## config.mk

```make
export PLATFORM = sky130hd
export DESIGN_NAME = uart_ahb_bridge
export DESIGN_NICKNAME = d
export VERILOG_FILES = /design/src/rtl/uart_ahb_bridge.sv
export SDC_FILE = /design/constraint.sdc
export NUM_CORES = 1
export LEC_CHECK = 0
export CAP_MARGIN = 20
export CORE_AREA = 2 2 187 171
export CTS_CLUSTER_SIZE = 25
export DETAILED_ROUTE_END_ITERATION = 10
export DIE_AREA = 0 0 189 173
export DONT_BUFFER_PORTS = 1
export GPL_ROUTABILITY_DRIVEN = 0
export GPL_TIMING_DRIVEN = 0
export PLACE_DENSITY = 0.5
export SLEW_MARGIN = 20
export SYNTH_ARGS = -nofsm -noshare
export SYNTH_HDL_FRONTEND = slang
export SYNTH_SLANG_ARGS = --single-unit
```

## constraint.sdc

```tcl
create_clock -name clk -period 5.1 [get_ports clk]
set_input_delay 1.02 -clock clk [delete_from_list [all_inputs] [get_ports clk]]
set_output_delay 1.02 -clock clk [all_outputs]
set_load 0.1 [all_outputs]
```

## src/rtl/uart_ahb_bridge.sv

```systemverilog
// uart_ahb_bridge: serial debug/loader master for the AHB bus.
//   Takes command packets on rx_pin (8N1, LSB first), runs one single AHB transfer per
//   packet and answers on tx_pin with a status byte (plus read data for reads).
//   Packet: opcode (0xA5 write / 0x5A read), 4 address bytes LSB first, and for writes
//   4 data bytes LSB first. Unknown opcode -> single 0x45 reply.
// Ports:
//   clk, rstn        system clock, asynchronous active-low reset
//   rx_pin / tx_pin  serial command in / response out, both idle high
//   hsel, hwrite,    address phase request (hsel is a one-cycle pulse)
//   haddr, hwdata    address held through the data phase, write data in data phase
//   hready, hresp,   data phase completion, error flag and read data
//   hrdata
// Optional feature: define UART_BRIDGE_TIMEOUT_EN to drop a partial packet after
//   16 idle bit times between bytes; without it a partial packet waits forever.
// The protocol carries exactly four address and four data bytes, so ADDR_W and
// DATA_W are expected to stay at 32.
//
// state   | meaning
// --------+-----------------------------------------------------------
// S_IDLE  | waiting for an opcode byte
// S_ADDR  | collecting 4 address bytes
// S_WDATA | collecting 4 write data bytes (write only)
// S_AHB_A | address phase, hsel high for one cycle
// S_AHB_D | data phase, waiting for hready
// S_RESP  | response bytes draining through the transmitter

`ifndef CLK_FRE
`define CLK_FRE 50
`endif
`ifndef BAUD_RATE
`define BAUD_RATE 115200
`endif
`ifndef AHB_ADDR_WIDTH
`define AHB_ADDR_WIDTH 32
`endif
`ifndef AHB_DATA_WIDTH
`define AHB_DATA_WIDTH 32
`endif

module uart_ahb_bridge #(
    parameter int CLK_MHZ = `CLK_FRE,
    parameter int BAUD    = `BAUD_RATE,
    parameter int ADDR_W  = `AHB_ADDR_WIDTH,
    parameter int DATA_W  = `AHB_DATA_WIDTH
) (
    input  logic              clk,
    input  logic              rstn,
    input  logic              rx_pin,
    output logic              tx_pin,
    output logic              hsel,
    output logic              hwrite,
    output logic [ADDR_W-1:0] haddr,
    output logic [DATA_W-1:0] hwdata,
    input  logic              hready,
    input  logic              hresp,
    input  logic [DATA_W-1:0] hrdata
);
    localparam int BIT_CYC = CLK_MHZ * 1_000_000 / BAUD;
    localparam int CW      = $clog2(BIT_CYC + 1);

    typedef enum logic [1:0] {RX_IDLE, RX_START, RX_DATA, RX_STOP} rx_st_t;
    typedef enum logic [2:0] {S_IDLE, S_ADDR, S_WDATA, S_AHB_A, S_AHB_D, S_RESP} st_t;

    // ---------------- receiver ----------------
    logic          rx_meta_q, rx_sync_q, rx_prev_q;
    rx_st_t        rx_st_q, rx_st_d;
    logic [CW-1:0] rx_cnt_q, rx_cnt_d;
    logic [2:0]    rx_bit_q, rx_bit_d;
    logic [7:0]    rx_sh_q, rx_sh_d;
    logic          rx_valid_q, rx_valid_d;
    logic          rx_ferr_q, rx_ferr_d;

    always_comb begin
        rx_st_d    = rx_st_q;
        rx_cnt_d   = rx_cnt_q;
        rx_bit_d   = rx_bit_q;
        rx_sh_d    = rx_sh_q;
        rx_valid_d = 1'b0;
        rx_ferr_d  = 1'b0;
        case (rx_st_q)
            RX_IDLE: begin
                if (rx_prev_q && !rx_sync_q) begin
                    rx_st_d  = RX_START;
                    rx_cnt_d = CW'(BIT_CYC / 2 - 1);
                end
            end
            RX_START: begin
                if (rx_cnt_q == '0) begin
                    // still low at mid start bit: real frame, otherwise a glitch
                    if (!rx_sync_q) begin
                        rx_st_d  = RX_DATA;
                        rx_cnt_d = CW'(BIT_CYC - 1);
                        rx_bit_d = 3'd0;
                    end else begin
                        rx_st_d = RX_IDLE;
                    end
                end else begin
                    rx_cnt_d = rx_cnt_q - 1'b1;
                end
            end
            RX_DATA: begin
                if (rx_cnt_q == '0) begin
                    rx_sh_d  = {rx_sync_q, rx_sh_q[7:1]};
                    rx_cnt_d = CW'(BIT_CYC - 1);
                    if (rx_bit_q == 3'd7) rx_st_d = RX_STOP;
                    else                  rx_bit_d = rx_bit_q + 3'd1;
                end else begin
                    rx_cnt_d = rx_cnt_q - 1'b1;
                end
            end
            default: begin
                if (rx_cnt_q == '0) begin
                    rx_st_d    = RX_IDLE;
                    rx_valid_d = rx_sync_q;
                    rx_ferr_d  = !rx_sync_q;
                end else begin
                    rx_cnt_d = rx_cnt_q - 1'b1;
                end
            end
        endcase
    end

    always_ff @(posedge clk or negedge rstn) begin
        if (!rstn) begin
            rx_meta_q  <= 1'b1;
            rx_sync_q  <= 1'b1;
            rx_prev_q  <= 1'b1;
            rx_st_q    <= RX_IDLE;
            rx_cnt_q   <= '0;
            rx_bit_q   <= 3'd0;
            rx_sh_q    <= 8'h00;
            rx_valid_q <= 1'b0;
            rx_ferr_q  <= 1'b0;
        end else begin
            rx_meta_q  <= rx_pin;
            rx_sync_q  <= rx_meta_q;
            rx_prev_q  <= rx_sync_q;
            rx_st_q    <= rx_st_d;
            rx_cnt_q   <= rx_cnt_d;
            rx_bit_q   <= rx_bit_d;
            rx_sh_q    <= rx_sh_d;
            rx_valid_q <= rx_valid_d;
            rx_ferr_q  <= rx_ferr_d;
        end
    end

    // ---------------- transmitter ----------------
    // Response bytes wait in resp_buf_q (low byte first); the shifter takes the next one
    // in the same cycle the previous stop bit ends, so consecutive bytes have no gap.
    logic [DATA_W+7:0] resp_buf_q;
    logic [2:0]        resp_cnt_q;
    logic [9:0]        tx_sh_q, tx_sh_d;
    logic [CW-1:0]     tx_cnt_q, tx_cnt_d;
    logic [3:0]        tx_bit_q, tx_bit_d;
    logic              tx_busy_q, tx_busy_d;
    logic              tx_take;

    assign tx_take = (resp_cnt_q != 3'd0) &&
                     (!tx_busy_q || (tx_cnt_q == '0 && tx_bit_q == 4'd0));

    always_comb begin
        tx_sh_d   = tx_sh_q;
        tx_cnt_d  = tx_cnt_q;
        tx_bit_d  = tx_bit_q;
        tx_busy_d = tx_busy_q;
        if (tx_busy_q) begin
            if (tx_cnt_q == '0) begin
                tx_sh_d  = {1'b1, tx_sh_q[9:1]};
                tx_cnt_d = CW'(BIT_CYC - 1);
                if (tx_bit_q == 4'd0) tx_busy_d = 1'b0;
                else                  tx_bit_d  = tx_bit_q - 4'd1;
            end else begin
                tx_cnt_d = tx_cnt_q - 1'b1;
            end
        end
        if (tx_take) begin
            tx_sh_d   = {1'b1, resp_buf_q[7:0], 1'b0};
            tx_cnt_d  = CW'(BIT_CYC - 1);
            tx_bit_d  = 4'd9;
            tx_busy_d = 1'b1;
        end
    end

    always_ff @(posedge clk or negedge rstn) begin
        if (!rstn) begin
            tx_sh_q   <= '1;
            tx_cnt_q  <= '0;
            tx_bit_q  <= 4'd0;
            tx_busy_q <= 1'b0;
        end else begin
            tx_sh_q   <= tx_sh_d;
            tx_cnt_q  <= tx_cnt_d;
            tx_bit_q  <= tx_bit_d;
            tx_busy_q <= tx_busy_d;
        end
    end

    assign tx_pin = tx_sh_q[0];

    // ---------------- command FSM ----------------
    st_t               st_q;
    logic              is_wr_q;
    logic [1:0]        byte_idx_q;
    logic [ADDR_W-1:0] addr_q;
    logic [DATA_W-1:0] wdata_q;
    logic              hsel_q, hwrite_q;
    logic [ADDR_W-1:0] haddr_q;
    logic [DATA_W-1:0] hwdata_q;
`ifdef UART_BRIDGE_TIMEOUT_EN
    localparam int TO_CYC = 16 * BIT_CYC;
    localparam int TW     = $clog2(TO_CYC + 1);
    logic [TW-1:0] to_cnt_q;
`endif

    always_ff @(posedge clk or negedge rstn) begin
        if (!rstn) begin
            st_q       <= S_IDLE;
            is_wr_q    <= 1'b0;
            byte_idx_q <= 2'd0;
            addr_q     <= '0;
            wdata_q    <= '0;
            hsel_q     <= 1'b0;
            hwrite_q   <= 1'b0;
            haddr_q    <= '0;
            hwdata_q   <= '0;
            resp_buf_q <= '0;
            resp_cnt_q <= 3'd0;
`ifdef UART_BRIDGE_TIMEOUT_EN
            to_cnt_q   <= TW'(TO_CYC - 1);
`endif
        end else begin
            if (tx_take) begin
                resp_buf_q <= resp_buf_q >> 8;
                resp_cnt_q <= resp_cnt_q - 3'd1;
            end
            case (st_q)
                S_IDLE: begin
                    if (rx_valid_q) begin
                        byte_idx_q <= 2'd0;
                        if (rx_sh_q == 8'hA5) begin
                            is_wr_q <= 1'b1;
                            st_q    <= S_ADDR;
                        end else if (rx_sh_q == 8'h5A) begin
                            is_wr_q <= 1'b0;
                            st_q    <= S_ADDR;
                        end else begin
                            resp_buf_q <= {{DATA_W{1'b0}}, 8'h45};
                            resp_cnt_q <= 3'd1;
                        end
                    end
                end
                S_ADDR: begin
                    if (rx_ferr_q) begin
                        st_q <= S_IDLE;
                    end else if (rx_valid_q) begin
                        addr_q     <= {rx_sh_q, addr_q[ADDR_W-1:8]};
                        byte_idx_q <= byte_idx_q + 2'd1;
                        if (byte_idx_q == 2'd3) begin
                            if (is_wr_q) begin
                                st_q <= S_WDATA;
                            end else begin
                                st_q     <= S_AHB_A;
                                hsel_q   <= 1'b1;
                                hwrite_q <= 1'b0;
                                haddr_q  <= {rx_sh_q, addr_q[ADDR_W-1:8]};
                            end
                        end
                    end
                end
                S_WDATA: begin
                    if (rx_ferr_q) begin
                        st_q <= S_IDLE;
                    end else if (rx_valid_q) begin
                        wdata_q    <= {rx_sh_q, wdata_q[DATA_W-1:8]};
                        byte_idx_q <= byte_idx_q + 2'd1;
                        if (byte_idx_q == 2'd3) begin
                            st_q     <= S_AHB_A;
                            hsel_q   <= 1'b1;
                            hwrite_q <= 1'b1;
                            haddr_q  <= addr_q;
                        end
                    end
                end
                S_AHB_A: begin
                    hsel_q <= 1'b0;
                    if (is_wr_q) hwdata_q <= wdata_q;
                    st_q <= S_AHB_D;
                end
                S_AHB_D: begin
                    if (hready) begin
                        resp_buf_q <= {(hresp ? {DATA_W{1'b0}} : hrdata),
                                       (hresp ? 8'h45 : 8'h4B)};
                        resp_cnt_q <= is_wr_q ? 3'd1 : 3'd5;
                        st_q       <= S_RESP;
                    end
                end
                default: begin
                    if (resp_cnt_q == 3'd0 && !tx_busy_q) st_q <= S_IDLE;
                end
            endcase
`ifdef UART_BRIDGE_TIMEOUT_EN
            // counts only while the line is quiet between bytes of a partial packet
            if ((st_q == S_ADDR || st_q == S_WDATA) && rx_st_q == RX_IDLE &&
                !rx_valid_q && !rx_ferr_q) begin
                if (to_cnt_q == '0) st_q <= S_IDLE;
                else                to_cnt_q <= to_cnt_q - 1'b1;
            end else begin
                to_cnt_q <= TW'(TO_CYC - 1);
            end
`endif
        end
    end

    assign hsel   = hsel_q;
    assign hwrite = hwrite_q;
    assign haddr  = haddr_q;
    assign hwdata = hwdata_q;

endmodule

```

# Word-level counts from Yosys, hierarchy flattened
# Cells that the tools add are included.
# classes
n_eq_ne	35
reduce_logical	39
bitwise_logic	1
mux	91
n_addsub	6
# ops
cell	count
32-bit two-way mux	8
40-bit two-way mux	5
40-bit case mux with 2 select lines	1
9-bit two-way mux	8
32-bit case mux with 2 select lines	1
3-bit two-way mux	21
2-bit != test (second input constant)	17
10-bit two-way mux	3
9-bit case mux with 3 select lines	1
8-bit AND reduction	3
1-bit two-way mux	22
4-bit two-way mux	5
9-bit zero test	2
2-bit two-way mux	9
3-bit != test (second input constant)	6
9-bit by 1-bit subtractor with 9-bit output (second input constant)	2
3-bit case mux with 5 select lines	1
3-bit AND reduction	5
2-bit nonzero test	7
3-bit case mux with 2 select lines	2
5-bit AND reduction	2
8-bit by 7-bit == test with 1-bit output (second input constant)	1
8-bit == test (second input constant)	1
3-bit by 2-bit == test with 1-bit output (second input constant)	2
27 further kinds	37
# totals
reg_bits	230
in_bits	37
word_cells	196

# Longest topological paths before layout
# logic_depth
ltp_word	9
mapped_depth	9

# Least setup slack after synthesis
# Ideal clock, no wire load.
# synth_timing
kind	input to register
start	in hready
end	reg st_q[1]
cell_stages	5
setup_slack_ns	2.942
required_time_ns	4.964
path_buffers	1
arrival_time_ns	2.022
setup_ns	0.136
path_cell_list	clkbuf_1 -> nor2_2 -> nor3_1 -> a21boi_0 -> o32ai_1
# synth_between
elab_chain_len	2
# synth_rtl
element	line	source
start, declared	54	input logic hready,
2-bit != test (no line)	--	
8-bit AND reduction (no line)	--	
end signal, assigned	217	st_q <= S_IDLE;
end signal, assigned	242	st_q <= S_ADDR;
end signal, assigned	245	st_q <= S_ADDR;
end, declared	201	st_t st_q;
# No other way between the ends.
# A chain may end at the register's enable or synchronous reset.

# Worst setup path after layout
# layout_timing
start	reg hsel_q (netlist: hsel)
end	out hsel
# layout_lines
element	line	source
start, declared	206	logic hsel_q, hwrite_q;
start signal, assigned	222	hsel_q <= 1'b0;
start signal, assigned	263	hsel_q <= 1'b1;
start signal, assigned	278	hsel_q <= 1'b1;
end, declared	50	output logic hsel,
# No word-level cell between the ends.

==> results.tsv <==
stage	metric	value	unit
run	Max-cap violations	0	
global_routing	GRT overflow	0	
floorplan	Die Y	173	um
drt	DRC	0	
status	status	finished clean	
pwr	Static Leakage	5.37	nW
pwr	Power Density	401	nW/um^2
synth	post-synth top area share	0.524	
synth	Post-synth EDFFs	0	
global_routing	first-pass GRT wire length	39.2	mm
timing	Final Hold Vio Count	0	
synth	ys async rst share	1.00	
hold_path	worst hold path class	in2async	
synth	top_reg_cell synth	dfrtp_1	
pwr	Clk network pwr share	0.407	
timing	final critical-path share of the clock period	0.502	
clock_network	# clock sinks	229	
placed_design	Detailed Place HPWL	15.9	mm
layout	layout cells sized above 1	0.192	
clock_network	CTS Buffer Depth	3	
synth	post-synth cell types	70	
clock_network	CTS buffer count	27	
layout	Antenna Cells	0	
layout	area delta synth->final	13.6	%
worst_setup_path	Crit Path Max Fanout	3	
drt	initial DRC count	388	
synth	synth warn	0	
timing	FMAX	0.391	GHz
worst_setup_path	Worst EP required	4.08	ns
global_routing	gr usage total	0.147	
clock_network	CTS Hold Bufs	0	
global_routing	vias in the first global route	6801	
layout	commonest non-fill, non-tap cell in the layout	dfrtp_1	
worst_setup_path	Worst Path Arrival	1.54	ns
timing	setup_tns	0	ns
synth	cells after synthesis	896	
drt	length of the first detailed-routing pass in iterations	4	
pwr	switching share of power	0.267	
synth	syn nets	948	
floorplan	chip width	189	um
drt	Final ANT Viol Nets	0	
worst_setup_path	Worst setup EP type	output pin	
layout	filler cell count in the final layout	2976	
worst_setup_path	crit start category	register	
placed_design	# port buffers	0	
timing	fin crit period	2.56	ns
synth	Mapped Area	10400	um^2
drt	Avg WL per Cell	17.5	um
clock_network	Post-CTS Setup Repair Bufs	0	
floorplan	I/O pins	104	
global_routing	initial antenna violation count	0	
drt	via count	6777	
synth	sequential share of the synthesized area	0.555	
pwr	Sw Pwr	1.26	mW
clock_network	clk root buf	clkbuf_16	
timing	worst rel slew slack	0.313	
clock_network	H-tree levels	1	
timing	RSZ-0062 raised after global routing	false	
floorplan	DIE AREA	32700	um^2
synth	post-synthesis register bit count	229	
pwr	Reg power frac	0.456	
pwr	Worst VDD drop	0.212	mV
synth	Synth area leaders	dfrtp_1 (52%), mux2_2 (7.3%), mux2i_1 (5.7%)	
drt	final WL	23.6	mm
pwr	Power Internal	3.46	mW
floorplan	Core Region	30600	um^2
worst_setup_path	WS Path Type	reg2out	
layout	most frequent cells in the layout	dfrtp_1 (217), nand2_1 (114), mux2_2 (67)	
layout	nets	977	
timing	final setup margin	2.54	ns
floorplan	# rows	61	
drt	post-DR vias/cell	5.01	
clock_network	clock latency on the worst-skew pair	0.52	ns
timing	Slew Viols, Final	0	
clock_network	Resized Gates After CTS	0	
global_routing	largest net degree at the start of global routing	230	
timing	skew final	0.00900	ns
synth	cell taking the most area after synthesis	dfrtp_1	
clock_network	Worst-path clk slew	0.06	ns
synth	Mean Syn Cell Area	11.6	um^2
timing	Tightest Pin Transition	1.03	ns
floorplan	effective utilization at floorplan	0.338	
clock_network	TritonCTS clock tree	yes	
pwr	Logic pwr share	0.137	
timing	# setup viols final	0	
placed_design	pre-CTS WS	2.64	ns
-- final timing paths --
kind                             start  cells after the start            end  slack, ns
setup / recovery                  hsel                      0           hsel       2.54
setup reg to reg           tx_bit_q[0]                      9  resp_buf_q[2]       2.85
min in group clk             rx_meta_q                      0      rx_sync_q       0.36
hold / removal                    rstn                      0     addr_q[10]       0.21
hold reg to reg              rx_meta_q                      0      rx_sync_q       0.36
max in group asynchronous         rstn                      0     tx_sh_q[4]       4.46
-- metal layers --
| metal | share of wire | wire length (um) | global-route usage | up-vias |
|---|---|---|---|---|
| met1 | 0.49 | 11600 | 0.216 | 3392 |
| met4 | 0.022 | 512 | 0.0348 | 0 |
| met2 | 0.44 | 10400 | 0.221 | 103 |
| met3 | 0.045 | 1060 | 0.0321 | 33 |
| li1 | - | - | - | 3249 |
| met5 | 0 | 0 | 0 | - |
-- registers in the layout, indices dropped and copies added, names as in the netlist, 2 cells and up --
register,cells
resp_buf_q,40
addr_q,32
haddr,32
hwdata,32
wdata_q,32
rx_cnt_q,9
tx_cnt_q,9
tx_sh_q,9
rx_sh_q,8
tx_bit_q,4
resp_cnt_q,3
rx_bit_q,3
st_q,3
byte_idx_q,2
rx_st_q,2
-- synthesized netlist by cell type (all sizes together), types with 13 or more instances --
library cell and n:
dfrtp 217, nand2 115, mux2 104, o21ai 86
mux2i 59, nor2 37, buf 36, inv 26
a21oi 23, nand3 16, clkbuf 15, ha 15
nor3 15, a31oi 13
-- per-stage QoR --
stage | area [um^2] | std cells | hold slack (ns) | utilization | total power [mW]
after floorplan | 10400 | 896 | 0.345 | - | 2.66
after global placement | 10900 | 1305 | 0.349 | 0.355 | 2.82
after detailed placement | 10900 | 1305 | 0.352 | 0.355 | 2.83
after CTS | 11800 | 1353 | 0.174 | 0.384 | 4.79
after global routing | 11800 | 1353 | 0.172 | 0.384 | 4.99
final | 11800 | 1353 | 0.205 | 0.384 | 4.72
-- logic make-up after synthesis --
logic type | synth area share
AOI/OAI and AO/OA | 0.107
DFF | 0.555
and+or+nand+nor | 0.111
xor gates and xnor gates | 0.00254
muxes | 0.170
adders and majority gates | 0.0191
buffers and inverters | 0.0354
-- power by group through the flow --
stage	Combinational, mW	Clock (mW)	Sequential [mW]
floorplan	0.525	0	2.14
global placement	0.635	0	2.18
detailed placement	0.646	0	2.18
CTS	0.651	1.98	2.15
global route	0.755	2.06	2.17
finish	0.645	1.92	2.15
-- area by class of cell --
class / instances / area [um^2] / area share
Tap cell: 409 / 512 / 0.0435
Clock buffer: 40 / 805 / 0.0684
Inverter: 26 / 97.6 / 0.00830
Multi-Input combinational cell: 590 / 4250 / 0.361
Sequential cell: 229 / 5750 / 0.488
Buffer: 51 / 269 / 0.0229
Clock inverter: 8 / 90.1 / 0.00766
No activity file was read; power rests on OpenSTA's default activity.
